**src/rtl/alu_sequencer.sv**
```systemverilog
// Sequences one ALU opcode at a time: accept, operand fetch, one-cycle execute, write-back.
// Register op retires 3 cycles after accept. Src and Wb handshakes hold the FSM; i_Enable low freezes it.
module alu_sequencer (
  input  logic       i_Clk,
  input  logic       i_Reset,
  input  logic       i_Enable,
  input  logic       i_Op_Valid,
  output logic       o_Op_Ready,
  input  logic [7:0] i_Opcode,
  input  logic       i_CB,
  output logic       o_Src_Req,
  output logic [2:0] o_Src_Sel,
  output logic       o_Src_Imm,
  input  logic       i_Src_Valid,
  input  logic [7:0] i_Src_Data,
  output logic [7:0] o_ALU_Opcode,
  output logic [7:0] o_Parameter,
  output logic [5:0] o_Function_Control,
  output logic       o_Save_Flags,
  input  logic [7:0] i_Result,
  output logic [1:0] o_Write,
  output logic [7:0] o_Data,
  output logic       o_Wb_Valid,
  input  logic       i_Wb_Ready,
  output logic [2:0] o_Wb_Sel,
  output logic [7:0] o_Wb_Data,
  output logic       o_Done,
  output logic       o_Illegal
);

  typedef enum logic [1:0] {S_IDLE, S_FETCH, S_EXEC, S_WB} state_t;

  localparam logic [2:0] DEST_A = 3'd7;

  state_t     r_state;
  logic [7:0] r_opcode;
  logic [5:0] r_fc;
  logic [2:0] r_src_sel;
  logic       r_src_imm;
  logic       r_has_wb;
  logic [2:0] r_dest;
  logic [7:0] r_param;
  logic [7:0] r_result;
  logic       r_illegal;

  logic       w_legal;
  logic       w_imm;
  logic       w_fetch;
  logic       w_has_wb;
  logic [5:0] w_fc;
  logic [2:0] w_src;
  logic [2:0] w_dest;

  // Opcode decode; unit bits follow the ALU map (0 main, 1 inc, 2 dec, 3 logic, 4 no-Z, 5 misc)
  always_comb begin
    w_legal  = 1'b1;
    w_imm    = 1'b0;
    w_fetch  = 1'b1;
    w_has_wb = 1'b1;
    w_fc     = 6'b000000;
    w_src    = i_Opcode[2:0];
    w_dest   = DEST_A;
    if (i_CB) begin
      w_fc = 6'b001000;
      if (i_Opcode[7:6] == 2'b01) w_has_wb = 1'b0;
      else                        w_dest   = i_Opcode[2:0];
    end else begin
      casez (i_Opcode)
        8'b10??????: begin
          w_fc     = 6'b000001;
          w_has_wb = (i_Opcode[5:3] != 3'd7);
        end
        8'b11???110: begin
          w_fc     = 6'b000001;
          w_imm    = 1'b1;
          w_has_wb = (i_Opcode[5:3] != 3'd7);
        end
        8'b00???100: begin
          w_fc   = 6'b000010;
          w_src  = i_Opcode[5:3];
          w_dest = i_Opcode[5:3];
        end
        8'b00???101: begin
          w_fc   = 6'b000110;
          w_src  = i_Opcode[5:3];
          w_dest = i_Opcode[5:3];
        end
        8'b000??111: begin
          w_fc  = 6'b011000;
          w_src = DEST_A;
        end
        8'b001??111: begin
          w_fc    = 6'b100000;
          w_fetch = 1'b0;
        end
        default: w_legal = 1'b0;
      endcase
    end
  end

  always_ff @(posedge i_Clk) begin
    if (i_Reset) begin
      r_state   <= S_IDLE;
      r_opcode  <= 8'd0;
      r_fc      <= 6'd0;
      r_src_sel <= 3'd0;
      r_src_imm <= 1'b0;
      r_has_wb  <= 1'b0;
      r_dest    <= 3'd0;
      r_param   <= 8'd0;
      r_result  <= 8'd0;
      r_illegal <= 1'b0;
    end else if (i_Enable) begin
      r_illegal <= 1'b0;
      case (r_state)
        S_IDLE: begin
          if (i_Op_Valid) begin
            r_opcode  <= i_Opcode;
            r_fc      <= w_fc;
            r_src_sel <= w_src;
            r_src_imm <= w_imm;
            r_has_wb  <= w_has_wb;
            r_dest    <= w_dest;
            if (!w_legal)     r_illegal <= 1'b1;
            else if (w_fetch) r_state   <= S_FETCH;
            else              r_state   <= S_EXEC;
          end
        end
        S_FETCH: begin
          if (i_Src_Valid) begin
            r_param <= i_Src_Data;
            r_state <= S_EXEC;
          end
        end
        S_EXEC: begin
          r_result <= i_Result;
          r_state  <= r_has_wb ? S_WB : S_IDLE;
        end
        S_WB: begin
          if (r_dest == DEST_A || i_Wb_Ready) r_state <= S_IDLE;
        end
      endcase
    end
  end

  logic w_run;
  logic w_strobe;
  logic w_exec;
  logic w_wb_a;
  logic w_wb_reg;

  // Outputs read zero during reset; strobes additionally vanish while disabled
  assign w_run    = ~i_Reset;
  assign w_strobe = ~i_Reset & i_Enable;
  assign w_exec   = (r_state == S_EXEC);
  assign w_wb_a   = (r_state == S_WB) && (r_dest == DEST_A);
  assign w_wb_reg = (r_state == S_WB) && (r_dest != DEST_A);

  assign o_Op_Ready         = w_run & (r_state == S_IDLE);
  assign o_Src_Req          = w_run & (r_state == S_FETCH);
  assign o_Src_Sel          = o_Src_Req ? r_src_sel : 3'd0;
  assign o_Src_Imm          = o_Src_Req & r_src_imm;
  assign o_ALU_Opcode       = w_run ? r_opcode : 8'd0;
  assign o_Parameter        = w_run ? r_param : 8'd0;
  assign o_Function_Control = (w_run & w_exec) ? r_fc : 6'd0;
  assign o_Save_Flags       = w_strobe & w_exec;
  assign o_Write            = {1'b0, w_strobe & w_wb_a};
  assign o_Data             = (w_run & w_wb_a) ? r_result : 8'd0;
  assign o_Wb_Valid         = w_run & w_wb_reg;
  assign o_Wb_Sel           = o_Wb_Valid ? r_dest : 3'd0;
  assign o_Wb_Data          = o_Wb_Valid ? r_result : 8'd0;
  assign o_Done             = w_strobe & ((w_exec & ~r_has_wb) | w_wb_a | (w_wb_reg & i_Wb_Ready));
  assign o_Illegal          = w_strobe & r_illegal;

endmodule

```
**config.mk**
```make
export PLATFORM = sky130hd
export DESIGN_NAME = alu_sequencer
export DESIGN_NICKNAME = d
export VERILOG_FILES = /design/src/rtl/alu_sequencer.sv
export SDC_FILE = /design/constraint.sdc
export NUM_CORES = 1
export LEC_CHECK = 0
export ABC_AREA = 0
export BUFFER_PORTS_ARGS = -buffer_cell sky130_fd_sc_hd__buf_2
export CORE_MARGIN = 10
export CORE_UTILIZATION = 25
export DETAILED_ROUTE_END_ITERATION = 6
export SLEW_MARGIN = 15
export SYNTH_ARGS = -nofsm -noshare
export SYNTH_HDL_FRONTEND = slang
export SYNTH_SLANG_ARGS = --single-unit
```
**constraint.sdc**
```tcl
create_clock -name i_Clk -period 1.9 [get_ports i_Clk]
set_input_delay 0 -clock i_Clk [delete_from_list [all_inputs] [get_ports i_Clk]]
set_output_delay 0 -clock i_Clk [all_outputs]
set_load 0.01 [all_outputs]
```
### Word-level counts from Yosys, hierarchy flattened

Cells that the tools add are included.

| cells by class | value |
|---|---|
| reduce and logical (&&, ||, !) cells | 11 |
| muxes and demuxes | 33 |
| equality and inequality tests | 17 |
| bitwise logic cells | 17 |

Operators with widths:

| kind | count |
|---|---|
| 8-bit 2-to-1 mux | 4 |
| 6-bit case mux with 5 select lines | 1 |
| 3-bit 2-to-1 mux | 6 |
| 1-bit AND | 13 |
| 1-bit 2-to-1 mux | 12 |
| 2-bit 2-to-1 mux | 6 |
| 6-bit 2-to-1 mux | 2 |
| 5-bit by 3-bit equality test with 1-bit output, second input constant | 2 |
| 2-bit inequality test, second input constant | 4 |
| 2-bit case mux with 4 select lines | 1 |
| 2-bit equality test, second input constant | 3 |
| 6-bit by 3-bit equality test with 1-bit output, second input constant | 1 |
| 6-bit by 4-bit equality test with 1-bit output, second input constant | 1 |
| 3-bit inequality test, second input constant | 2 |
| 3-bit case mux with 2 select lines | 1 |
| 3-bit AND reduction | 2 |
| 6-bit OR reduction | 1 |
| 5-bit equality test, second input constant | 1 |
| 5-bit AND reduction | 1 |
| 2-bit by 1-bit equality test with 1-bit output, second input constant | 2 |
| 2-bit OR reduction | 2 |
| 3-bit equality test, second input constant | 1 |
| 1-bit logical AND | 2 |
| 2-bit zero test | 1 |
| other kinds (4) | 6 |

| storage, ports and cells | value |
|---|---|
| output and inout bits | 53 |
| input bits | 31 |
| register bits | 41 |
| word-level logic and storage cells | 88 |

### Longest topological paths before layout

| depth | value |
|---|---|
| depth in word-level cells | 7 |
| depth in mapped cells | 6 |
| gate-level depth less buffers | 4 |

### Worst setup path before layout

OpenSTA, ideal clock, no wires.

| timing path | value |
|---|---|
| path type | reg-to-reg |
| start | reg r_state[1] |
| end | reg r_result[1] |
| setup slack | 0.616 ns |
| setup time | 0.134 ns |
| buffers on the path | 2 |
| arrival | 1.150 ns |
| stages on the path, launching flop included | 7 |
| clock period less this slack | 1.284 ns |
| data required time | 1.766 ns |
| cells stage by stage | dfxtp_1 > buf_2 > nand2_1 > or2_2 > clkbuf_1 > nand2_1 > a21oi_1 |

| between the ends | value |
|---|---|
| cells in the longest elaborated chain, start to end | 2 |

Ends and longest elaborated chain:

| what | RTL line | source |
|---|---|---|
| start: declaration | 35 | `state_t r_state;` |
| start signal: assignment | 137 | `r_state <= r_has_wb ? S_WB : S_IDLE;` |
| 2-bit equality test | 115 | `case (r_state)` |
| 2-bit AND reduction (no line) | -- |  |
| end signal: assignment | 136 | `r_result <= i_Result;` |
| end: declaration | 43 | `logic [7:0] r_result;` |

Every way passes these cells.
A chain may end at the register's enable or synchronous reset.

### Worst setup path after layout

| timing path | value |
|---|---|
| start | reg r_state[0] |
| end | out o_Wb_Sel[2] |

| between the ends | value |
|---|---|
| cells in the longest elaborated chain, start to end | 4 |

Ends and longest elaborated chain:

| what | RTL line | source |
|---|---|---|
| 2-bit equality test | 157 | `assign w_wb_reg = (r_state == S_WB) && (r_dest != DEST_A);` |
| 1-bit logical AND | 157 |  |
| 1-bit AND | 169 | `assign o_Wb_Valid = w_run & w_wb_reg;` |
| 3-bit 2-to-1 mux | 170 | `assign o_Wb_Sel = o_Wb_Valid ? r_dest : 3'd0;` |
| end: declaration | 25 | `output logic [2:0] o_Wb_Sel,` |

Every way passes these cells.

==> reports/results.ini <==
[clocking]
cts-buffers-inserted = 5
clock-sinks = 41
cts_buffer_depth = 2
htree_levels = 2
clk_pin_slew_worst_paths_ns = 0.08
insertion_delay_ns = 0.30
cts-root-buf = clkbuf_8
tritoncts = built

[flow_run]
drv_cap = 0

[synth]
synth_top_area_share_pct = 38.6
synth_edf_count = 0
synth.avg_cell_area_um2 = 7.31
synth.area.top_cells = dfxtp_1, nand2_1, a21oi_1
yosys.area.top_type = dfxtp_1
seq_area_frac_synth_pct = 38.6
yosys_warnings = 0
ys_ff_latch = 41
synthFlopType = dfxtp_1
synth_area_um2 = 2130
syn_inst = 291
synth_nets = 322
synthArstFlopShare_pct = 0
synth_cell_types = 39

[power]
ir_worst_vdd_mv = 0.277
power_density_nw_per_um2 = 622
p_total_mw = 1.81
p_leak_nw = 1.29

[timing]
clock_skew_ns = 0.00836
fin_crit_sh_pct = 92.1
worst_pin_slew_ns = 0.520
rsz0062_at_grt = no
hold_slack_ns = 0.0113
hold_viol = 0
setup_tns_ns = 0
finalWorstSetupSlack_ns = 0.151
period_minus_slack_ns = 1.75
relSlewSlack_pct = 65.2
drv_slew = 0
finalSetupViolations = 0
fmax_mhz = 572

[layout]
final_area_um2 = 2910
utilization_pct = 35.3
nets = 416
diodes = 0
instances_no_fill = 491
syn_to_final_growth_pct = 37.1
drive_gt1_share_pct = 26.7

[setup_path]
r2r-start = r_state[1]
rr_endpoint = r_fc[4]
critPathMaxStageDelay_ns = 0.48
cp.arrival_ns = 1.75
crit_buf_inv = 1
critPathSlowestCell = dfxtp_1
path_cells = nor2b_1 -> and3_1 -> and2_1 -> buf_2
reg2reg_slack_ns = 0.37
cp_top_family = simple AND/OR/NAND/NOR gates
required_ns = 1.90
setup.worst_path.class = reg -> out
crit_fanout = 12
cp-end-kind = output port
reg2regPathDepth = 5
cp-start-kind = register

[global_routing]
grt_pass1_vias = 2269
grt_pass1_wl_um = 11100
antenna_found_initial = 0
grt_usage_pct = 10.4
grt_overflow = 0
grt_max_degree = 32

[placed_design]
dp_cells = 463
place_area_um2 = 2630
port_buffers = 82
gp_congestion = 0.796
preCtsSetupSlack_ns = 0.405
dp_hpwl_um = 5090

[floorplanning]
die_h_um = 112
dieWidth_um = 112
start_util_pct = 25.7
die_area_um2 = 12600
core.rowCount = 33
core_um2 = 8260
io_pins = 84

[detailed_routing]
vias = 2227
totalWireLength_um = 6730
antenna_left = 0
viasPerCell = 4.54
drtPass1Iterations = 4
drc = 0
drt-initial-drc-count = 119
wl_per_cell_um = 13.7

[worst_hold_path]
hold_path.class = in -> reg
hold_end = r_opcode[0]
hp-start = i_Opcode[0]
min_path_cells = 3

[run_status]
status = completed

[routing by layer]
layer  track usage [%]  vias to the layer above  wire length [µm]
met3              3.25                        8               425
met5                 0                        -                 0
met4              2.79                        0                72
met2              17.2                       60              3150
li1                  -                     1160                 -
met1              12.7                      999              3070
[cell families (layout without fill, tap and decap cells)]
family / count (synthesis) / after routing / synth area share, %
and+or+nand+nor: 166 / 166 / 39.7
buffers and inverters: 26 / 121 / 5.41
other: 1 / 1 / 0.176
DFF: 41 / 41 / 38.6
AOI/OAI and AO/OA: 56 / 56 / 15.6
muxes: 1 / 1 / 0.471
[state kept, by name, summed over array words and instances, names as in the netlist, 2 cells and up]
name	cells
r_opcode	8
r_result	8
r_param	8
r_dest	3
r_fc	6
r_state	2
r_src_sel	3
[timing repair]
action                     in CTS  in global routing
hold endpoints to repair       20                  0
hold buffers                   20                  0
setup endpoints to repair       0                  8
buffers inserted                0                  0
resized for setup               0                  1
[how the worst max path moves through the flow]
| stage | from | to | slack, ns | depth (start not counted) |
|---|---|---|---|---|
| final | r_state[0] | o_Wb_Sel[2] | 0.15 | 4 |
| after global routing | r_state[0] | o_Wb_Sel[0] | 0.01 | 4 |
| after CTS | r_state[0] | o_Data[0] | 0.08 | 5 |
| after detailed placement | r_state[1] | r_fc[4] | 0.41 | 5 |
| after global placement | r_state[1] | r_fc[4] | 0.46 | 5 |
| after floorplan | r_state[1] | r_result[1] | 0.62 | 6 |
[Yosys cell counts (all sizes together) (2+ instances only)]
cell	number
a211oi	5
a21oi	35
a31oi	4
and2	23
and3	8
buf	7
clkbuf	15
dfxtp	41
inv	4
nand2	66
nand2b	7
nand3	7
nor2	14
nor2b	21
nor3	9
nor4	2
o211ai	2
o21ai	3
or3	2
[worst min-delay path, stage by stage]
cell,delay [ns]
buf_2,0.15
nand2_1,0.07
a21oi_1,0.05
[power breakdown]
| part | internal (mW) | switching [mW] | leakage, nW |
|---|---|---|---|
| logic | 0.138 | 0.180 | 0.912 |
| registers | 0.898 | 0.0295 | 0.333 |
| clock network | 0.254 | 0.315 | 0.0439 |
[area by class of cell]
type,instances,area [µm²]
fill,894,5340
multi-input combinational,224,1200
inverter,4,15.0
clock inverter,3,17.5
clock buffer,5,68.8
sequential,41,821
timing repair buffer,109,663
tap,105,131
[placed cells by master, fill, tap and decap left out, types with 2 or more instances in the layout]
cell type	n
nor4_1	2
o21ai_0	3
nand2_1	66
a211oi_1	4
buf_2	82
or3_1	2
and2_1	23
inv_1	4
clkbuf_8	5
dfxtp_1	41
clkinv_2	2
a31oi_1	4
o211ai_1	2
nor2b_1	21
nand3_1	7
nor2_1	13
and3_1	8
a21oi_1	35
buf_4	7
nand2b_1	7
dlygate4sd3_1	20
nor3_1	7
Note: power is estimated with default switching activity, not from simulation.
